$ cat config.mk
export PLATFORM = sky130hd
export DESIGN_NAME = fdiv_iter
export DESIGN_NICKNAME = d
export VERILOG_FILES = /design/src/rtl/fpu_pkg.sv /design/src/rtl/fdiv_round_pack.sv /design/src/rtl/fdiv_iter.sv
export SDC_FILE = /design/constraint.sdc
export NUM_CORES = 1
export LEC_CHECK = 0
export ABC_AREA = 1
export BUFFER_PORTS_ARGS = -buffer_cell sky130_fd_sc_hd__buf_2
export CORE_UTILIZATION = 50
export DETAILED_ROUTE_END_ITERATION = 10
export GPL_TIMING_DRIVEN = 1
export PLACE_DENSITY = 0.77
export REMOVE_ABC_BUFFERS = 1
export SETUP_SLACK_MARGIN = 0.4
export SLEW_MARGIN = 20
export SYNTH_ARGS = -nofsm -noshare
export SYNTH_HDL_FRONTEND = slang
export SYNTH_SLANG_ARGS = --single-unit
export TNS_END_PERCENT = 10
$ cat constraint.sdc
create_clock -name clk -period 7 [get_ports clk]
set_input_delay 1.4 -clock clk [delete_from_list [all_inputs] [get_ports clk]]
set_output_delay 1.4 -clock clk [all_outputs]
set_load 0.1 [all_outputs]
$ cat src/rtl/fpu_pkg.sv
// Shared FPU types and constants: float field layout, canonical encodings and
// the iterative divider's state encoding and special-operand flag indices.
package fpu_pkg;

    localparam int unsigned EXP_W      = 8;
    localparam int unsigned MAN_W      = 23;
    localparam int unsigned BIAS       = 127;
    localparam int unsigned FDIV_QBITS = 26;
    localparam int unsigned ED_W       = 10;
    localparam int unsigned CNT_W      = 5;

    localparam logic [31:0]      QNAN    = 32'h7FC0_0000;
    localparam logic [EXP_W-1:0] INF_EXP = 8'hFF;

    // Bit positions within the latched special-operand flag vector
    localparam int unsigned FLG_W       = 5;
    localparam int unsigned FLG_X1_ZERO = 0;
    localparam int unsigned FLG_X2_ZERO = 1;
    localparam int unsigned FLG_X1_INF  = 2;
    localparam int unsigned FLG_X2_INF  = 3;
    localparam int unsigned FLG_NAN     = 4;

    typedef struct packed {
        logic             sign;
        logic [EXP_W-1:0] expo;
        logic [MAN_W-1:0] man;
    } fp32_t;

    typedef enum logic [1:0] {
        IDLE = 2'd0,
        CALC = 2'd1,
        NORM = 2'd2,
        DONE = 2'd3
    } fdiv_state_t;

endpackage

$ cat src/rtl/fdiv_round_pack.sv
// Combinational normalise/round/pack stage of the divider: turns the raw
// quotient, exponent difference and special-operand flags into the result word.
module fdiv_round_pack
    import fpu_pkg::*;
(
    input  logic                  s,
    input  logic [ED_W-1:0]       ed,
    input  logic [FDIV_QBITS-1:0] q,
    input  logic [FLG_W-1:0]      flags,
    output logic [31:0]           y_c
);

    localparam logic signed [ED_W-1:0] ED_ZERO = '0;
    localparam logic signed [ED_W-1:0] ED_INF  = ED_W'(255);

    logic signed [ED_W-1:0] ed_s;
    logic signed [ED_W-1:0] ed_n;
    logic signed [ED_W-1:0] ed_f;
    logic [MAN_W:0]         mant;
    logic [MAN_W-1:0]       frac;
    logic                   rnd;
    logic                   carry;
    logic                   hi;

    assign ed_s = $signed(ed);

    // Quotient lies in [2^24, 2^26); pick the 24-bit window under the leading one
    always_comb begin
        hi    = q[FDIV_QBITS-1];
        mant  = hi ? q[FDIV_QBITS-1 -: MAN_W+1] : q[FDIV_QBITS-2 -: MAN_W+1];
        rnd   = hi ? q[1] : q[0];
        ed_n  = hi ? ed_s : ed_s - ED_W'(1);
        carry = (&mant) & rnd;
        frac  = mant[MAN_W-1:0] + MAN_W'(rnd);
        ed_f  = carry ? ed_n + ED_W'(1) : ed_n;
    end

    always_comb begin
        y_c = {s, 31'b0};
        if (flags[FLG_NAN])
            y_c = {s, INF_EXP, QNAN[MAN_W-1:0]};
        else if (flags[FLG_X1_INF])
            y_c = {s, INF_EXP, MAN_W'(0)};
        else if (flags[FLG_X2_INF])
            y_c = {s, 31'b0};
        else if (flags[FLG_X1_ZERO] && flags[FLG_X2_ZERO])
            y_c = {s, INF_EXP, QNAN[MAN_W-1:0]};
        else if (flags[FLG_X2_ZERO])
            y_c = {s, INF_EXP, MAN_W'(0)};
        else if (flags[FLG_X1_ZERO])
            y_c = {s, 31'b0};
        else if (ed_f <= ED_ZERO)
            y_c = {s, 31'b0};
        else if (ed_f >= ED_INF)
            y_c = {s, INF_EXP, MAN_W'(0)};
        else
            y_c = {s, ed_f[EXP_W-1:0], frac};
    end

endmodule

$ cat src/rtl/fdiv_iter.sv
// Multi-cycle single-precision divider (radix-2 restoring, fixed latency).
// Define FDIV_SPECIAL_EN to decode exponent-255 operands as IEEE inf/NaN.
module fdiv_iter
    import fpu_pkg::*;
(
    input  logic        clk,
    input  logic        rstn,
    input  logic [31:0] x1,
    input  logic [31:0] x2,
    input  logic        ready,
    output logic        valid,
    output logic [31:0] y
);

    fdiv_state_t state, state_nxt;

    logic                  load_c, iter_c, wr_y_c, valid_nxt_c;
    logic [CNT_W-1:0]      cnt;
    logic [FDIV_QBITS-1:0] r;
    logic [FDIV_QBITS-1:0] r_sub;
    logic [MAN_W:0]        d;
    logic [FDIV_QBITS-1:0] q;
    logic                  qb;
    logic                  s;
    logic [ED_W-1:0]       ed;
    logic [ED_W-1:0]       ed_in_c;
    logic [FLG_W-1:0]      flags;
    logic [FLG_W-1:0]      flags_in_c;
    logic [31:0]           y_pack_c;
    fp32_t                 a, b;

    assign a = x1;
    assign b = x2;

    always_ff @(posedge clk) begin
        if (!rstn) state <= IDLE;
        else       state <= state_nxt;
    end

    always_comb begin
        state_nxt = state;
        case (state)
            IDLE:    if (ready) state_nxt = CALC;
            CALC:    if (cnt == CNT_W'(FDIV_QBITS-1)) state_nxt = NORM;
            NORM:    state_nxt = DONE;
            DONE:    state_nxt = IDLE;
            default: state_nxt = IDLE;
        endcase
    end

    always_comb begin
        load_c      = 1'b0;
        iter_c      = 1'b0;
        wr_y_c      = 1'b0;
        valid_nxt_c = 1'b0;
        case (state)
            IDLE:    load_c = ready;
            CALC:    iter_c = 1'b1;
            NORM: begin
                wr_y_c      = 1'b1;
                valid_nxt_c = 1'b1;
            end
            default: ;
        endcase
    end

    // Operand decode at acceptance; inf/NaN only exist in the special build
    always_comb begin
        ed_in_c                 = ED_W'(a.expo) - ED_W'(b.expo) + ED_W'(BIAS);
        flags_in_c              = '0;
        flags_in_c[FLG_X1_ZERO] = (a.expo == '0);
        flags_in_c[FLG_X2_ZERO] = (b.expo == '0);
`ifdef FDIV_SPECIAL_EN
        flags_in_c[FLG_X1_INF]  = (a.expo == INF_EXP) && (a.man == '0);
        flags_in_c[FLG_X2_INF]  = (b.expo == INF_EXP) && (b.man == '0);
        flags_in_c[FLG_NAN]     = ((a.expo == INF_EXP) && (a.man != '0))
                               || ((b.expo == INF_EXP) && (b.man != '0))
                               || (flags_in_c[FLG_X1_INF] && flags_in_c[FLG_X2_INF])
                               || (flags_in_c[FLG_X1_ZERO] && flags_in_c[FLG_X2_ZERO]);
`endif
    end

    assign qb    = (r >= {2'b00, d});
    assign r_sub = r - (qb ? {2'b00, d} : '0);

    always_ff @(posedge clk) begin
        if (!rstn) begin
            cnt   <= '0;
            r     <= '0;
            d     <= '0;
            q     <= '0;
            s     <= 1'b0;
            ed    <= '0;
            flags <= '0;
            y     <= '0;
            valid <= 1'b0;
        end else begin
            valid <= valid_nxt_c;
            if (load_c) begin
                cnt   <= '0;
                r     <= {2'b00, 1'b1, a.man};
                d     <= {1'b1, b.man};
                q     <= '0;
                s     <= a.sign ^ b.sign;
                ed    <= ed_in_c;
                flags <= flags_in_c;
            end
            if (iter_c) begin
                cnt <= cnt + CNT_W'(1);
                r   <= r_sub << 1;
                q   <= {q[FDIV_QBITS-2:0], qb};
            end
            if (wr_y_c) y <= y_pack_c;
        end
    end

    fdiv_round_pack u_round_pack (
        .s     (s),
        .ed    (ed),
        .q     (q),
        .flags (flags),
        .y_c   (y_pack_c)
    );

endmodule

Word level (Yosys, flattened, before mapping)

Index checks and enable logic that the tools add are counted.

Register bits: 129
Bits of input ports: 67
Word-level logic and storage cells: 60

Add/subtract/negate cells: 7
$lt $le $gt $ge: 3
Equal/unequal tests: 6
Mux-type cells: 22
Bitwise operators: 3
Reduce and logical (&&, ||, !) cells: 8

Operator list:

| operator                                                        | number |
|---|---|
| 2-to-1 mux 31 bit                                               | 5 |
| 2-to-1 mux 26 bit                                               | 4 |
| 2-to-1 mux 24 bit                                               | 2 |
| >= comparator 26 x 24 -> 1 bit                                  | 1 |
| subtractor 25 x 24 -> 25 bit                                    | 1 |
| AND reduction 24 bit                                            | 1 |
| adder 23 x 1 -> 23 bit                                          | 1 |
| 2-to-1 mux 10 bit                                               | 2 |
| logical NOT 8 bit                                               | 2 |
| adder 10 x 2 -> 10 bit, second input constant                   | 1 |
| adder 9 x 8 -> 10 bit, second input constant                    | 1 |
| >= comparator 10 x 9 -> 1 bit, second input constant            | 1 |
| less-or-equal comparator 10 x 1 -> 1 bit, second input constant | 1 |
| 2-to-1 mux 5 bit                                                | 2 |
| subtractor 10 x 2 -> 10 bit, second input constant              | 1 |
| subtractor 8 x 8 -> 9 bit                                       | 1 |
| one-hot mux 2 bit (4 select lines)                              | 1 |
| adder 5 x 1 -> 5 bit, second input constant                     | 1 |
| equality test 5 bit, second input constant                      | 1 |
| equality test 2 bit, second input constant                      | 2 |
| 2-to-1 mux 1 bit                                                | 4 |
| 2-to-1 mux 2 bit                                                | 2 |
| != test 2 bit, second input constant                            | 2 |
| equality test 2 x 1 -> 1 bit, second input constant             | 1 |
| other kinds (8)                                                 | 8 |

Logic depth before layout (Yosys ltp)

Word-level depth: 10
Mapped depth: 28
Gate-level depth less buffers: 28

Hierarchy

Synthesis repeated with hierarchy kept, for this count alone.

Cells, all modules: 1697
Area total of the unflattened synthesis: 10114.7 um^2

Modules (own cells, without submodules):

| module          | times used | cells each | area each (um^2) | sequential area each (um^2) |
|---|---|---|---|---|
| fdiv_iter       | 1          | 1225       | 7937.6           | 2582.5 |
| fdiv_round_pack | 1          | 472        | 2177.1           | 0.0 |

Worst setup path before layout

Ideal clock, no wire load.

Path kind: flip-flop to flip-flop
Start point: register d[9]
End point: register r[20]
Library setup time: 70 ps
Data arrival time: 3578 ps
Required time: 6930 ps
Path slack: 3351 ps
Cell stages (with the launch flop): 24
Path buffers: 1
Cells stage by stage: dfxtp_1 > inv_1 > ha_1 > nand2_1 > nor2_1 > o211ai_1 > o2111ai_1 > a21oi_1 > nor3_1 > nor2_1 > a21oi_1 > clkbuf_1 > nand2_1 > ha_1 > nand2_1 > o21ai_0 > a21oi_1 > o21ai_0 > a21oi_1 > inv_1 > a21oi_1 > xnor2_1 > nand2_1 > a21oi_1

Word-level cells in the longest chain between the ends: 4

RTL lines:

| element                        | line             | text |
|---|---|---|
| start: declaration             | fdiv_iter.sv:21  | `logic [MAN_W:0] d;` |
| start signal: assignment       | fdiv_iter.sv:102 | `d <= {1'b1, b.man};` |
| >= comparator 26 x 24 -> 1 bit | fdiv_iter.sv:83  | `assign qb = (r >= {2'b00, d});` |
| 2-to-1 mux 24 bit *            | fdiv_iter.sv:84  | `assign r_sub = r - (qb ? {2'b00, d} : '0);` |
| subtractor 25 x 24 -> 25 bit * | fdiv_iter.sv:84  |  |
| 2-to-1 mux 26 bit *            | fdiv_iter.sv:108 | `if (iter_c) begin` |
| end signal: assignment         | fdiv_iter.sv:101 | `r <= {2'b00, 1'b1, a.man};` |
| end signal: assignment         | fdiv_iter.sv:110 | `r <= r_sub << 1;` |
| end: declaration               | fdiv_iter.sv:19  | `logic [FDIV_QBITS-1:0] r;` |

Every way passes the cells marked *; elsewhere a longest branch is shown, timed or not.
A chain may end at the register's enable or synchronous reset.

Worst setup path in the final report

Start point: register d[9]
End point: register r[19]

Same word-level chain as after synthesis.

==> impl_metrics.yaml <==
clock_network:
  htreeDepth: 4
  clockBufferDepth: 2
  insertion_delay_ns: 0.42
  cts_setup_buffers: 0
  cts_root_buffer: "clkbuf_16"
  clkSlewWorstSetupHoldPaths_ns: 0.06
  cts.repair.resized: 0
  cts_tree: "yes"
  cts_buffers: 17
  hold_buffers: 0
  cts.sinks: 129
routing:
  routed_wl_mm: 23.2
  dr.pass1.iters: 8
  wl_per_cell_microns: 13.7
  vias: 9100
  drcViolationCount: 6
  ant_nets: 0
  drtIter0Drc: 743
  vias_per_cell: 5.36
sta:
  skew_ns: 0.00969
  finalSetupViolCount: 0
  tightest_slew_ns: 1.02
  fin_crit_sh_pct: 65.6
  drv_slew: 0
  final_hold_viol_count: 0
  fmax_mhz: 218
  finalCriticalPeriod_ns: 4.59
  slew_headroom_pct: 32.3
  rsz0062_at_grt: "no"
  timing.setup.tns_ns: 0
critical_path:
  ff2ff_setup_slack_ns: 2.41
  critical_path_class: "reg2reg"
  worstPathRequired_ns: 7.34
  cpMaxStageDelayCell: "a21oi_4"
  worstReg2RegEnd: "r[19]"
  rr_worst_depth: 28
  worstReg2RegStart: "d[9]"
  crit_path_max_incr_delay_ns: 0.59
  crit_arrival_ns: 4.94
  cp-end-kind: "register"
  cp_common_cell: "nand2_1"
  crit_path_max_fanout: 25
  setup.worst_path.start_class: "register"
synth:
  synthFlopType: "dfxtp_1"
  yosysWarningCount: 0
  synthArstFlopShare_pct: 0
  ys_ff_latch: 129
  synth.top_cell.area_share_pct: 27.7
  seq_area_frac_synth_pct: 27.7
  synthesis.area_sq_um: 9320
  ys_types: 56
  synthCells: 1389
  synth_top_cell_by_area: "dfxtp_1"
  synth_edf_count: 0
  avgSynthCellArea_sq_um: 6.71
  ys_top_cells_by_area: "dfxtp_1 28%, nand2_1 14%, ha_1 9.0%, a21oi_1 8.4%, inv_1 6.2%"
final_layout:
  seq_area_sq_um: 2580
  diodes: 0
  multi_input_area_sq_um: 5850
  final_cell_area_sq_um: 10400
  finish.net_count: 1593
  drive_gt1_share_pct: 15.6
  synthToLayoutAreaGrowth_pct: 12.1
  nFillCells: 1698
global_routing:
  grt_pass1_wl_mm: 39.8
  globalRoute.totalOverflow: 0
  grt_usage_pct: 25.0
  antenna_found_initial: 0
  grt_max_degree: 58
  grt_pass1_vias: 8534
power:
  seqPwrFrac_pct: 21.5
  power.leakage_nw: 4.65
  pwr_density_cell_nw_per_um2: 430
  design_power_total_mw: 4.49
  p_int_mw: 2.23
  peakVddDrop_v: 0.000260
  power.switching_mw: 2.26
  combPwrFrac_pct: 58.7
  p_clk_share_pct: 19.9
  swShare_pct: 50.3
floorplanning:
  dieArea_sq_um: 19200
  fp.dieH_microns: 139
  die_w_microns: 139
  num_rows: 49
  num_io_pins: 100
  initial_core_util_pct: 51.5
  core_sq_um: 18100
placement:
  placed_cell_area_sq_um: 9850
  dp_hpwl_mm: 16.7
  port_buffers: 99
  place_congestion: 0.897
hold_path:
  min_from: "y[8]"
  hold_class: "reg2reg"
  hold_depth: 2
  whs_endpoint: "y[8]"
run_status:
  violations: "DRC"
  status: "complete, but fails checks"
run:
  cap_viol_max_count: 0
cell type report:
cell class | count | area share [%]
multi-input cells | 1045 | 56.0
flip-flops and latches | 129 | 24.7
inverters | 160 | 5.82
repair buffers | 104 | 5.10
clock buffers | 23 | 4.58
well taps | 229 | 2.74
clock inverters | 9 | 1.02
cell usage in the layout, fill, tap and decap left out, types with 10 or more instances in the layout:
master and instances:
nand3_1 57, inv_1 154, nor3_1 16, ha_1 67, clkbuf_16 17, o21ai_0 79, nand2_2 34, nor2_4 10
nand4_1 39, xnor2_1 11, a31oi_1 22, dfxtp_1 128, nand2_1 355, nor4_1 12, buf_2 99, xor2_1 14
a21oi_1 155, nor2_1 86
per-stage QoR:
| stage | cells | setup WS [ns] | utilization (%) | hold slack (ns) |
|---|---|---|---|---|
| floorplan | 1334 | 2.10 | - | 0.445 |
| global placement | 1667 | 2.38 | 54.4 | 0.452 |
| detailed placement | 1667 | 2.59 | 54.5 | 0.453 |
| CTS | 1699 | 2.51 | 57.7 | 0.461 |
| global route | 1699 | 1.90 | 57.7 | 0.483 |
| finish | 1699 | 2.41 | 57.7 | 0.459 |
cell families (layout without fill, tap and decap cells):
group           count (synthesis)  after routing  synth area share, %
compound gates                309            309                 18.8
xor+xnor                       26             26                 2.52
fa+ha+maj                      69             69                 9.43
buf+inv                       215            296                 9.84
flops                         129            129                 27.7
simple gates                  641            641                 31.7
power by group through the flow:
stage	clock network (mW)	logic (mW)	registers (mW)
floorplan	0	1.82	1.11
global placement	0	2.52	0.970
finish	0.893	2.64	0.965
CTS	0.901	2.60	0.962
detailed placement	0	2.56	0.976
global route	0.931	2.95	0.981
sequential cells by signal (all words and copies together) (netlist names):
name	flops
cnt	5
d	24
ed	10
flags	2
q	26
r	26
s	1
state	2
valid	1
y	32
Yosys cell counts, types with 4 or more instances:
| cell | n |
|---|---|
| o211ai_1 | 6 |
| nor2_2 | 8 |
| o221ai_1 | 4 |
| o21bai_1 | 6 |
| a211oi_1 | 4 |
| nor2_1 | 88 |
| dfxtp_1 | 129 |
| nor4_1 | 12 |
| inv_1 | 154 |
| a21oi_2 | 8 |
| xnor2_1 | 11 |
| a21oi_1 | 156 |
| nor3_1 | 16 |
| ha_1 | 67 |
| xor2_1 | 14 |
| nand2_1 | 356 |
| nand2_4 | 6 |
| inv_2 | 4 |
| buf_6 | 4 |
| o21ai_2 | 5 |
| nand2_2 | 33 |
| or2_2 | 6 |
| clkbuf_1 | 38 |
| nor2_4 | 8 |
| nand3_1 | 57 |
| o21ai_0 | 79 |
| buf_4 | 6 |
| a31oi_1 | 22 |
| nand4_1 | 39 |
critical path, delay by kind of cell, from the launching register on:
family	cells	cell delay (ns)
DFF	1	0.32
AOI/OAI and AO/OA	8	1.90
adders and majority gates	3	0.63
buffers and inverters	4	0.33
and+or+nand+nor	13	1.32
per-layer routing:
| metal | share of wire, % | GRT usage, % |
|---|---|---|
| met1 | 48 | 33.1 |
| met2 | 45 | 41.0 |
| met3 | 4.8 | 4.92 |
| met5 | 0 | 0 |
| met4 | 1.6 | 7.16 |
worst max-delay path by stage:
stage,from,slack [ns],end
after floorplan,ready,2.10,r[23]
after global placement,d[9],2.38,r[20]
after detailed placement,d[9],2.59,r[20]
after CTS,d[9],2.51,r[19]
after global routing,d[9],1.90,r[19]
final,d[9],2.41,r[19]
No activity file was read; power rests on OpenSTA's default activity.
